## src/rtl/eth_mac_swap_if.sv

```systemverilog
// AXI-Stream byte channel shared by the receive and transmit sides of eth_mac_swap.
interface AXIS_IF;
    logic [7:0] tdata;
    logic       tvalid;
    logic       tready;
    logic       tlast;
    logic       tuser;

    modport Receiver (
        input  tdata,
        input  tvalid,
        input  tlast,
        input  tuser,
        output tready
    );

    modport Transmitter (
        output tdata,
        output tvalid,
        output tlast,
        output tuser,
        input  tready
    );
endinterface

```

## src/rtl/eth_mac_swap.sv

```systemverilog
// Swaps destination and source MAC addresses of each frame; frames of 12 bytes or fewer are
// dropped and counted as runts, all later bytes pass through combinationally.
module eth_mac_swap #(
    parameter int unsigned COUNT_WIDTH = 16
) (
    input  logic                   clk,
    input  logic                   reset,
    AXIS_IF.Receiver               rx_axis_if,
    AXIS_IF.Transmitter            tx_axis_if,
    output logic [COUNT_WIDTH-1:0] frame_count,
    output logic [COUNT_WIDTH-1:0] runt_count
);

    localparam int unsigned HdrLen = 12;
    localparam logic [3:0] IdxLast = 4'd11;
    localparam logic [3:0] MacLen = 4'd6;
    localparam logic [COUNT_WIDTH-1:0] CountOne = {{(COUNT_WIDTH-1){1'b0}}, 1'b1};

    typedef enum logic [1:0] {
        StCapture = 2'd0,
        StEmit    = 2'd1,
        StPass    = 2'd2
    } state_e;

    state_e                 state_q, state_d;
    logic [3:0]             idx_q, idx_d;
    logic [COUNT_WIDTH-1:0] frame_count_q, frame_count_d;
    logic [COUNT_WIDTH-1:0] runt_count_q, runt_count_d;
    logic [7:0]             hdr_q [HdrLen];
    logic                   hdr_we;
    logic [3:0]             emit_sel;

    // Source MAC (bytes 6..11) goes out first, then destination MAC (bytes 0..5).
    assign emit_sel = (idx_q < MacLen) ? (idx_q + MacLen) : (idx_q - MacLen);

    always_comb begin
        state_d            = state_q;
        idx_d              = idx_q;
        frame_count_d      = frame_count_q;
        runt_count_d       = runt_count_q;
        hdr_we             = 1'b0;
        rx_axis_if.tready  = 1'b0;
        tx_axis_if.tdata   = 8'h00;
        tx_axis_if.tvalid  = 1'b0;
        tx_axis_if.tlast   = 1'b0;
        tx_axis_if.tuser   = 1'b0;

        unique case (state_q)
            StCapture: begin
                rx_axis_if.tready = 1'b1;
                if (rx_axis_if.tvalid) begin
                    hdr_we = 1'b1;
                    if (rx_axis_if.tlast) begin
                        idx_d        = 4'd0;
                        runt_count_d = runt_count_q + CountOne;
                    end else if (idx_q == IdxLast) begin
                        idx_d   = 4'd0;
                        state_d = StEmit;
                    end else begin
                        idx_d = idx_q + 4'd1;
                    end
                end
            end
            StEmit: begin
                tx_axis_if.tvalid = 1'b1;
                tx_axis_if.tdata  = hdr_q[emit_sel];
                if (tx_axis_if.tready) begin
                    if (idx_q == IdxLast) begin
                        idx_d   = 4'd0;
                        state_d = StPass;
                    end else begin
                        idx_d = idx_q + 4'd1;
                    end
                end
            end
            StPass: begin
                tx_axis_if.tdata  = rx_axis_if.tdata;
                tx_axis_if.tvalid = rx_axis_if.tvalid;
                tx_axis_if.tlast  = rx_axis_if.tlast;
                tx_axis_if.tuser  = rx_axis_if.tuser;
                rx_axis_if.tready = tx_axis_if.tready;
                if (rx_axis_if.tvalid && tx_axis_if.tready && rx_axis_if.tlast) begin
                    state_d       = StCapture;
                    frame_count_d = frame_count_q + CountOne;
                end
            end
            default: begin
                state_d = StCapture;
                idx_d   = 4'd0;
            end
        endcase

        // Nothing may leave while reset is held, even if the state register is still mid-frame.
        if (reset) begin
            tx_axis_if.tvalid = 1'b0;
        end
    end

    always_ff @(posedge clk) begin
        if (reset) begin
            state_q       <= StCapture;
            idx_q         <= 4'd0;
            frame_count_q <= '0;
            runt_count_q  <= '0;
        end else begin
            state_q       <= state_d;
            idx_q         <= idx_d;
            frame_count_q <= frame_count_d;
            runt_count_q  <= runt_count_d;
        end
    end

    always_ff @(posedge clk) begin
        if (hdr_we && !reset) begin
            hdr_q[idx_q] <= rx_axis_if.tdata;
        end
    end

    assign frame_count = frame_count_q;
    assign runt_count  = runt_count_q;

endmodule
```

## src/flat_wrapper.sv

```systemverilog
// flat-port wrapper written by rule: the top's interface ports become plain ports
module eth_mac_swap_flat 
#(
    parameter int unsigned COUNT_WIDTH = 16
)
  (clk, reset, frame_count, runt_count, rx_axis_if_tdata, rx_axis_if_tvalid, rx_axis_if_tlast, rx_axis_if_tuser, rx_axis_if_tready, tx_axis_if_tdata, tx_axis_if_tvalid, tx_axis_if_tlast, tx_axis_if_tuser, tx_axis_if_tready);
  AXIS_IF rx_axis_if_i ();
  AXIS_IF tx_axis_if_i ();
  input  logic clk;
  input  logic reset;
  output logic [COUNT_WIDTH-1:0] frame_count;
  output logic [COUNT_WIDTH-1:0] runt_count;
  input wire logic [$bits(rx_axis_if_i.tdata)-1:0] rx_axis_if_tdata;
  input wire logic [$bits(rx_axis_if_i.tvalid)-1:0] rx_axis_if_tvalid;
  input wire logic [$bits(rx_axis_if_i.tlast)-1:0] rx_axis_if_tlast;
  input wire logic [$bits(rx_axis_if_i.tuser)-1:0] rx_axis_if_tuser;
  output wire logic [$bits(rx_axis_if_i.tready)-1:0] rx_axis_if_tready;
  output wire logic [$bits(tx_axis_if_i.tdata)-1:0] tx_axis_if_tdata;
  output wire logic [$bits(tx_axis_if_i.tvalid)-1:0] tx_axis_if_tvalid;
  output wire logic [$bits(tx_axis_if_i.tlast)-1:0] tx_axis_if_tlast;
  output wire logic [$bits(tx_axis_if_i.tuser)-1:0] tx_axis_if_tuser;
  input wire logic [$bits(tx_axis_if_i.tready)-1:0] tx_axis_if_tready;
  assign rx_axis_if_i.tdata = rx_axis_if_tdata;
  assign rx_axis_if_i.tvalid = rx_axis_if_tvalid;
  assign rx_axis_if_i.tlast = rx_axis_if_tlast;
  assign rx_axis_if_i.tuser = rx_axis_if_tuser;
  assign rx_axis_if_tready = rx_axis_if_i.tready;
  assign tx_axis_if_tdata = tx_axis_if_i.tdata;
  assign tx_axis_if_tvalid = tx_axis_if_i.tvalid;
  assign tx_axis_if_tlast = tx_axis_if_i.tlast;
  assign tx_axis_if_tuser = tx_axis_if_i.tuser;
  assign tx_axis_if_i.tready = tx_axis_if_tready;
  eth_mac_swap #(.COUNT_WIDTH(COUNT_WIDTH)) u_core (.clk(clk), .reset(reset), .rx_axis_if(rx_axis_if_i), .tx_axis_if(tx_axis_if_i), .frame_count(frame_count), .runt_count(runt_count));
endmodule
```

## config.mk

```make
export PLATFORM = sky130hd
export DESIGN_NAME = eth_mac_swap_flat
export DESIGN_NICKNAME = d
export VERILOG_FILES = /design/src/rtl/eth_mac_swap_if.sv /design/src/rtl/eth_mac_swap.sv /design/src/flat_wrapper.sv
export SDC_FILE = /design/constraint.sdc
export NUM_CORES = 1
export LEC_CHECK = 0
export BUFFER_PORTS_ARGS = -buffer_cell sky130_fd_sc_hd__clkbuf_2
export CORE_MARGIN = 3
export CORE_UTILIZATION = 40
export CTS_CLUSTER_SIZE = 16
export DETAILED_ROUTE_END_ITERATION = 16
export PLACE_DENSITY = 0.59
export SETUP_SLACK_MARGIN = 0.05
export SLEW_MARGIN = 20
export SYNTH_ARGS = -nofsm -noshare
export SYNTH_HDL_FRONTEND = slang
export SYNTH_SLANG_ARGS = --single-unit
```

## constraint.sdc

```tcl
create_clock -name clk -period 3.65 [get_ports clk]
set_input_delay 0.73 -clock clk [delete_from_list [all_inputs] [get_ports clk]]
set_output_delay 0.73 -clock clk [all_outputs]
set_load 0.1 [all_outputs]
```

==> metrics.yaml, run 1 <==
run_status:
  status: "completed"
final_layout:
  diodes: 0
  drive_gt1_share_pct: 29.04
  final_nets: 504
  finish.utilization_pct: 49.87
  syn_to_final_growth_pct: 21.69
  design_area_sq_um: 6949
grt:
  grt_pass1_wl_mm: 19.63
  antenna_found_initial: 0
  grt_pass1_vias: 3515
  grt_use_total_pct: 16.27
  grt.overflow.total: 0
  grt_max_degree: 37
place:
  hpwl_mm: 8.429
  io_buffers: 57
  place_congestion: 0.7776
  post-place-ws_ns: 0.5161
  placed_area_sq_um: 6361
logic_synthesis:
  synth_cell_type_count: 44
  yosysTopAreaCellShare_pct: 50.48
  synth_edf_count: 96
  yosysWarnings: 0
  synth_nets: 433
  synth_ff_type: "edfxtp_1"
  synth_area_sq_um: 5710
  ys_seq_area_share_pct: 63.80
  synthTopCellsByArea: "edfxtp_1 50%, dfxtp_1 13%, mux4_2 9.5%"
  yosysMostFrequentCell: "edfxtp_1"
  synth_area_per_cell_sq_um: 14.07
  syn_inst: 406
  ys_seq_elements: 134
  synth-async-reset-ratio_pct: 0
  yosys-top-cells-count: "96 x edfxtp_1, 45 x nor2_1, 38 x dfxtp_1"
  yosys.area.top_type: "edfxtp_1"
worst_setup_path:
  crit_top_cell: "buf_4"
  crit_path_top_delay_cell: "dfxtp_2"
  startpoint_type: "flop"
  cp-end-kind: "output port"
  cpPeakStageDelay_ns: 0.47
  path_cells: "ha_1, and3_1, o31ai_4, buf_4, nand3b_1, o211ai_1, buf_4"
  worstPathArrival_ns: 2.70
  crit_fanout: 12
  required_ns: 2.92
  crit_type: "flop to output port"
pwr:
  p_comb_share_pct: 3.3
  power_density_nw_per_um2: 494.7
  p_switching_w: 0.0006907
  ir_drop_mv: 0.3285
  p_seq_share_pct: 47.8
  internal_power_w: 0.002747
  total_leakage_power_nw: 2.458
  power.share.switching_pct: 20.09
  p_clk_share_pct: 48.8
timing:
  relSlewSlack_pct: 44.44
  whs_ns: 0.5000
  finalCritPeriodShare_pct: 93.91
  period_needed_ns: 3.428
  tightest_slew_ns: 0.8303
  setup_viol: 0
  fin_ws_ns: 0.2224
  finalHoldViolCount: 0
  fin_worst_skew_ns: 0.008545
  grt_setup_unrepaired: "no"
  fmax_mhz: 291.7
  drv_slew: 0
  setup_tns_ns: 0
floorplan:
  start_util_pct: 40.98
  die_w_microns: 125.5
  core_area_sq_um: 13930
  die_h_microns: 125.5
  dieArea_sq_um: 15750
  row_count: 43
  ios: 58
routing:
  dr.pass1.iters: 4
  viasPerCell: 5.271
  wl_per_cell_microns: 18.13
  vias: 3526
  wirelength_mm: 12.13
  drc: 0
  antenna_left: 0
  drtIter0Drc: 236
cts:
  cts_max_level: 4
  cts_tree: "done"
  clock_latency_ns: 0.41
  clockRootBuffer: "clkbuf_16"
  clk_pin_slew_ns: 0.05
  clk_path_buf_depth: 2
  numCtsBuffers: 17
  cts_num_sinks: 134
min_path:
  min-delay-path-class: "flop to flop"
job:
  cap_violations: 0
## stage by stage
stage | std cells | power [W]
6_report | 669 | 0.003438
5_1_grt | 669 | 0.003556
4_1_cts | 669 | 0.003479
3_5_place_dp | 638 | 0.001793
3_3_place_gp | 638 | 0.001790
2_1_floorplan | 406 | 0.001743
## what timing repair did
item | CTS | global route
setup buffers | 0 | 0
gates resized for setup | 1 | 0
hold buffers | 0 | 0
setup endpoints to repair | 2 | 0
## cells in the final DEF, fill, tap and decap left out, drive strengths merged, types with 3 or more instances in the layout
cell / n
nand4: 16
nor2: 45
mux2i: 11
or3: 4
bufinv: 3
nor4: 3
buf: 24
o21ai: 5
dfxtp: 38
o211ai: 7
clkbuf: 67
a21oi: 10
ha: 13
nand2: 22
xor2: 19
and3: 9
inv: 10
clkinv: 7
xnor2: 10
edfxtp: 96
mux4: 24
nand3: 17
nor3: 5
and4: 4
## kinds of logic (layout without fill, tap and decap cells)
| family | count (synthesis) | count (layout) | share of synthesized area (%) |
|---|---|---|---|
| AND/OR/NAND/NOR | 135 | 135 | 11.92 |
| flip-flops | 134 | 134 | 63.80 |
| multiplexers | 35 | 35 | 11.39 |
| AO/OA/AOI/OAI | 30 | 30 | 3.484 |
| buffers and inverters | 30 | 113 | 2.103 |
| XOR/XNOR | 29 | 29 | 4.448 |
| adder cells (fa/ha/maj) | 13 | 13 | 2.848 |
## worst paths after layout
path                            cells past startpoint                      to            startpoint  slack [ns]
worst max-delay path                                7     tx_axis_if_tdata[2]       u_core.idx_q[2]        0.22
worst min-delay path                                2    u_core.runt_count[1]  u_core.runt_count[1]        0.50
worst min register to register                      2    u_core.runt_count[1]  u_core.runt_count[1]        0.50
worst max register to register                      7  u_core.frame_count[15]     u_core.state_q[0]        1.27
## sequential cells by signal, summed over array words and instances (netlist names)
| signal | flops |
|---|---|
| u_core.state_q | 2 |
| u_core.hdr_q | 96 |
| u_core.runt_count | 16 |
| u_core.idx_q | 4 |
| u_core.frame_count | 16 |
## power groups by stage
stage / clock network [W] / logic (W) / registers, W
3_5_place_dp: 0 / 0.000116 / 0.00168
6_report: 0.00168 / 0.000114 / 0.00164
5_1_grt: 0.00179 / 0.000125 / 0.00165
3_3_place_gp: 0 / 0.000114 / 0.00168
4_1_cts: 0.00172 / 0.000116 / 0.00164
2_1_floorplan: 0 / 0.0000602 / 0.00168
## metal layers
| layer | GRT usage, % | routed length [microns] |
|---|---|---|
| met1 | 22.82 | 5314 |
| met2 | 24.58 | 5859 |
| met3 | 4.229 | 790 |
| met4 | 5.931 | 166 |
| met5 | 0 | 0 |
## worst max-delay path: cells and delay by family, from the launching register on
| kind | cells | cell delay (ns) |
|---|---|---|
| AND/OR/NAND/NOR | 2 | 0.58 |
| AO/OA/AOI/OAI | 2 | 0.44 |
| adder cells (fa/ha/maj) | 1 | 0.27 |
| buffers and inverters | 2 | 0.53 |
| flip-flops | 1 | 0.47 |
## area by class of cell
class,instances,area (sq um)
Fill cell,1192,6985
Inverter,9,36.28
Clock inverter,13,157.7
Multi-Input combinational cell,242,2003
Timing Repair Buffer,73,450.4
Clock buffer,18,429.2
Sequential cell,134,3647
Tap cell,180,225.2
Note: power is estimated with default switching activity, not from simulation.
==> run 2: changes to the inputs <==
PLACE_DENSITY = 0.61   (was 0.59)
==> run 2 against run 1 <==
Register-to-register slack better by 0.02 ns. First-iteration DRC count up 10%. Worst hold slack better by 0.0083 ns. Critical endpoint is now tx_axis_if_tdata[4]. Final area about the same. Die area unchanged. Clock skew about the same. Count of clock-buffer cells in the layout down 1. Maximum frequency up 1.5%. Via count up 0.43%. Critical path depth up 1. Critical path type unchanged. Cell count unchanged.
==> metrics.yaml, run 2 (synthesis gave the netlist of run 1 again) <==
grt:
  grt_use_total_pct: 16.33  # +0.067 points
  grt.overflow.total: 0  # unchanged
  grt_max_degree: 38  # +2.7%
  grt_pass1_wl_mm: 19.80  # +0.88%
  grt_pass1_vias: 3544  # +0.83%
  antenna_found_initial: 0  # unchanged
floorplan:
  ios: 58  # unchanged
  die_w_microns: 125.5  # unchanged
  core_area_sq_um: 13930  # unchanged
  dieArea_sq_um: 15750  # unchanged
  row_count: 43  # unchanged
  die_h_microns: 125.5  # unchanged
  start_util_pct: 40.98  # unchanged
routing:
  antenna_left: 0  # unchanged
  drc: 0  # unchanged
  wirelength_mm: 12.21  # +0.65%
  vias: 3541  # +0.43%
  drtIter0Drc: 260  # +10%
  dr.pass1.iters: 5  # +1
  viasPerCell: 5.293  # +0.43%
  wl_per_cell_microns: 18.25  # +0.65%
worst_setup_path:
  reg2reg_from: "u_core.state_q[0]"
  cp-startpoint: "u_core.idx_q[2]"
  worstPathArrival_ns: 2.65  # -0.05 ns
  r2r_cells: 7  # unchanged
  required_ns: 2.92  # about the same
  crit_type: "flop to output port"
  reg2reg_slack_ns: 1.29  # +0.02 ns
  crit_fanout: 12  # unchanged
  r2r_end: "u_core.frame_count[15]"
  startpoint_type: "flop"
  cp-end-kind: "output port"
timing:
  fmax_mhz: 296.3  # +1.5%
  tightest_slew_ns: 0.7872  # -0.04313 ns
  finalHoldViolCount: 0  # unchanged
  setup_viol: 0  # unchanged
  drv_slew: 0  # unchanged
  period_needed_ns: 3.376  # -0.05208 ns
  setup_tns_ns: 0  # unchanged
  finalCritPeriodShare_pct: 92.48  # -1.4 points
  grt_setup_unrepaired: "no"
  relSlewSlack_pct: 47.33  # +2.9 points
  fin_ws_ns: 0.2745  # +0.05208 ns
  fin_worst_skew_ns: 0.008733  # +0.0001884 ns
place:
  io_buffers: 57  # unchanged
  post-place-ws_ns: 0.5680  # +0.05196 ns
  dpl.cell_count: 637  # -0.16%
  place_congestion: 0.8563  # +10%
  placed_area_sq_um: 6341  # -0.31%
  hpwl_mm: 8.202  # -2.7%
cts:
  clock_latency_ns: 0.42  # about the same
  cts_tree: "done"
  cts_resized: 0  # -1
  post_cts_buffers: 0  # unchanged
  hold_buffers: 0  # unchanged
  numCtsBuffers: 17  # unchanged
  clk_path_buf_depth: 2  # unchanged
  cts_max_level: 4  # unchanged
  clk_pin_slew_ns: 0.06  # about the same
  clockRootBuffer: "clkbuf_16"
  cts_num_sinks: 134  # unchanged
final_layout:
  final_cell_mix: "96 x edfxtp_1, 49 x clkbuf_2, 45 x nor2_1, 35 x dfxtp_1, 24 x mux4_2"
  syn_to_final_growth_pct: 21.60  # about the same
  largest_reg_flops: 96  # unchanged
  final_nets: 503  # -0.20%
  drive_gt1_share_pct: 29.04  # unchanged
  layout_commonest_cell: "edfxtp_1"
  design_area_sq_um: 6944  # about the same
  diodes: 0  # unchanged
  regMostFlops: "u_core.hdr_q"
  final_cells: 669  # unchanged
  fillCellCount: 1197  # +0.42%
job:
  cap_violations: 0  # unchanged
pwr:
  power_density_nw_per_um2: 501.7  # +1.4%
  power_w: 0.003484  # +1.4%
  total_leakage_power_nw: 2.451  # -0.27%
  ir_drop_mv: 0.3062  # -6.8%
run_status:
  status: "completed"
min_path:
  hold_path_startpoint: "u_core.runt_count[1]"
  min-delay-path-class: "flop to flop"
  hold_end: "u_core.runt_count[1]"
  hold_path_depth: 2  # unchanged
==> run 2: changes by cell type in the layout (fill, tap and decap cells not counted) <==
| cell | before | now |
|---|---|---|
| clkinv_2 | 2 | 0 |
| inv_6 | 1 | 3 |
| clkinv_1 | 2 | 3 |
| clkinvlp_4 | 2 | 3 |
| clkbuf_1 | 1 | 0 |
| buf_12 | 2 | 1 |
==> run 2: power by group <==
part           internal [W]  switching, W
registers           0.00164    0.00000642
logic             0.0000411     0.0000721
clock network       0.00107      0.000653
==> run 2: worst max path at each step <==
stage                     endpoint  slack, ns  cells after the start
4_1_cts        tx_axis_if_tdata[4]       0.09                      8
5_1_grt        tx_axis_if_tdata[4]       0.09                      8
2_1_floorplan  tx_axis_if_tdata[2]       0.06                      8
3_3_place_gp   tx_axis_if_tdata[4]       0.64                      8
6_report       tx_axis_if_tdata[4]       0.27                      8
3_5_place_dp   tx_axis_if_tdata[4]       0.57                      8
==> run 2: cell type report <==
class	instances	area [sq um]	share of cell area (%)
clock inverters	15	176.4	2.541
inverters	9	36.28	0.5225
multi-input cells	242	2003	28.85
well taps	180	225.2	3.243
flip-flops and latches	134	3647	52.52
clock buffers	17	425.4	6.126
repair buffers	72	430.4	6.198
==> run 2: per-stage QoR <==
stage / hold WS (ns) / utilization, %
after floorplan: 0.4905 / -
after global placement: 0.4787 / 45.51
after detailed placement: 0.4915 / 45.51
after CTS: 0.4987 / 49.82
after global routing: 0.5341 / 49.83
final: 0.5083 / 49.83
==> run 2: worst max-delay path, cell delays in order (launching register included) <==
cell and delay [ns]:
dfxtp_2 0.46, inv_1 0.15, ha_4 0.18, a21boi_4 0.13
o31ai_4 0.36, nand3b_1 0.33, o21ai_0 0.16, a41o_1 0.28
buf_12 0.18
==> run 2: layer usage <==
metal / global-route usage [%] / wire length, microns / share of wire, %
met5: 0 / 0 / 0
met4: 6.824 / 223 / 1.8
met3: 3.887 / 470 / 3.8
met2: 25.27 / 5921 / 48
met1: 22.25 / 5594 / 46
==> run 3: changes to the inputs <==
PLACE_DENSITY = 0.69   (was 0.61)
RECOVER_POWER = 100   (was unset)
==> run 3 against run 2 <==
First-iteration DRC count is 1.5% lower. Sequential power hardly changed. Clock power is 10% lower. Final area is 2.1% lower. Critical endpoint is now tx_axis_if_tdata[5]. Largest power group is now sequential cells.
==> metrics.yaml, run 3 (synthesis gave the netlist of run 1 again) <==
worst_setup_path:
  crit_fanout: 17  # +5
  reg2reg_from: "u_core.state_q[0]"
  required_ns: 2.92  # about the same
  worstPathArrival_ns: 2.75  # +0.10 ns
  r2r_end: "u_core.frame_count[15]"
  reg2reg_slack_ns: 1.09  # -0.20 ns
  cp-end-kind: "output port"
  r2r_cells: 7  # unchanged
  crit_type: "flop to output port"
  startpoint_type: "flop"
timing:
  relSlewSlack_pct: 20.48  # -27 points
  grt_setup_unrepaired: "no"
  drv_slew: 0  # unchanged
  period_needed_ns: 3.481  # +0.1056 ns
  fin_worst_skew_ns: 0.006380  # -0.002353 ns
  setup_viol: 0  # unchanged
  fmax_mhz: 287.3  # -3.0%
  finalHoldViolCount: 0  # unchanged
  tightest_slew_ns: 1.198  # +0.4107 ns
  finalCritPeriodShare_pct: 95.37  # +2.9 points
  setup_tns_ns: 0  # unchanged
final_layout:
  drive_gt1_share_pct: 17.41  # -12 points
  final_nets: 509  # +1.2%
  design_area_sq_um: 6802  # -2.1%
  finish.utilization_pct: 48.81  # -1.0 points
  largest_reg_flops: 96  # unchanged
  regMostFlops: "u_core.hdr_q"
  syn_to_final_growth_pct: 19.11
  final_cell_mix: "96 x edfxtp_1, 58 x clkbuf_1, 45 x nor2_1, 36 x dfxtp_1, 24 x mux4_2"
  layout_commonest_cell: "edfxtp_1"
  diodes: 0  # unchanged
pwr:
  ir_drop_mv: 0.2902  # -5.2%
  total_leakage_power_nw: 2.247  # -8.3%
  power_density_nw_per_um2: 485.6  # -3.2%
cts:
  cts_num_sinks: 134  # unchanged
  clockRootBuffer: "clkbuf_16"
  clock_latency_ns: 0.41  # about the same
  cts_resized: 0  # unchanged
  hold_buffers: 0  # unchanged
  post_cts_buffers: 0  # unchanged
  cts_max_level: 4  # unchanged
  clk_pin_slew_ns: 0.05  # about the same
  numCtsBuffers: 17  # unchanged
  cts_tree: "done"
  clk_path_buf_depth: 2  # unchanged
routing:
  drc: 0  # unchanged
  antenna_left: 0  # unchanged
  drtIter0Drc: 256  # -1.5%
  dr.pass1.iters: 4  # -1
  viasPerCell: 5.455  # +3.1%
  wl_per_cell_microns: 18.93  # +3.7%
  wirelength_mm: 12.76  # +4.5%
  vias: 3677  # +3.8%
floorplan:
  die_w_microns: 125.5  # unchanged
  start_util_pct: 40.98  # unchanged
  dieArea_sq_um: 15750  # unchanged
  die_h_microns: 125.5  # unchanged
  ios: 58  # unchanged
  row_count: 43  # unchanged
  core_area_sq_um: 13930  # unchanged
grt:
  grt_max_degree: 35  # -7.9%
  grt_pass1_wl_mm: 20.37  # +2.9%
  grt_pass1_vias: 3693  # +4.2%
  grt.overflow.total: 0  # unchanged
  grt_use_total_pct: 16.86  # +0.53 points
  antenna_found_initial: 0  # unchanged
min_path:
  hold_end: "u_core.runt_count[1]"
  hold_path_startpoint: "u_core.runt_count[1]"
  hold_path_depth: 2  # unchanged
  min-delay-path-class: "flop to flop"
place:
  placed_area_sq_um: 6386  # +0.71%
  place_congestion: 0.8036  # -6.2%
  hpwl_mm: 8.578  # +4.6%
  io_buffers: 57  # unchanged
run_status:
  status: "completed"
job:
  cap_violations: 0  # unchanged
## run 3: power breakdown
part           switching [W]  internal, W  leakage, nW  total, W
combinational      0.0000664    0.0000385        0.811  0.000105
clock               0.000623     0.000927        0.263   0.00155
sequential         0.0000109      0.00164         1.17   0.00165
total               0.000700      0.00260         2.25   0.00330
## run 3: final cells by class
type / count / area, sq um
Fill cell: 1210 / 7133
Sequential cell: 134 / 3646
Inverter: 9 / 36.28
Multi-Input combinational cell: 242 / 1989
Tap cell: 180 / 225.2
Timing Repair Buffer: 78 / 366.6
Clock buffer: 18 / 429.2
Clock inverter: 13 / 108.9
## run 3: worst max-delay path: stages, from the launching register on
cell	delay, ns
dfxtp_2	0.62
ha_1	0.29
and3_1	0.22
o31ai_4	0.08
nand3b_1	0.38
o211ai_1	0.28
buf_2	0.46
## run 3: metrics by stage
stage,std cells,hold slack [ns],power (W),setup WS (ns)
2_1_floorplan,406,0.4905,0.001743,0.06347
3_3_place_gp,643,0.4765,0.001785,0.7176
3_5_place_dp,643,0.5025,0.001789,0.6405
4_1_cts,674,0.5104,0.003336,0.1761
5_1_grt,674,0.5339,0.003408,0.06037
6_report,674,0.5055,0.003303,0.1689
## run 3: worst max path at each step
stage	start	to	cells past startpoint
after CTS	u_core.idx_q[1]	tx_axis_if_tdata[2]	6
after global routing	u_core.idx_q[1]	tx_axis_if_tdata[2]	6
after global placement	u_core.idx_q[1]	tx_axis_if_tdata[2]	6
after floorplan	u_core.idx_q[1]	tx_axis_if_tdata[2]	8
after detailed placement	u_core.idx_q[1]	tx_axis_if_tdata[2]	6
final	u_core.idx_q[1]	tx_axis_if_tdata[5]	6
## run 3: metal layers
layer | vias to the layer above | GRT usage, % | part of all wire (%)
li1 | 1684 | - | -
met1 | 1844 | 21.70 | 41
met2 | 127 | 27.34 | 51
met3 | 22 | 4.528 | 5.9
met4 | 0 | 6.569 | 1.8
met5 | - | 0 | 0
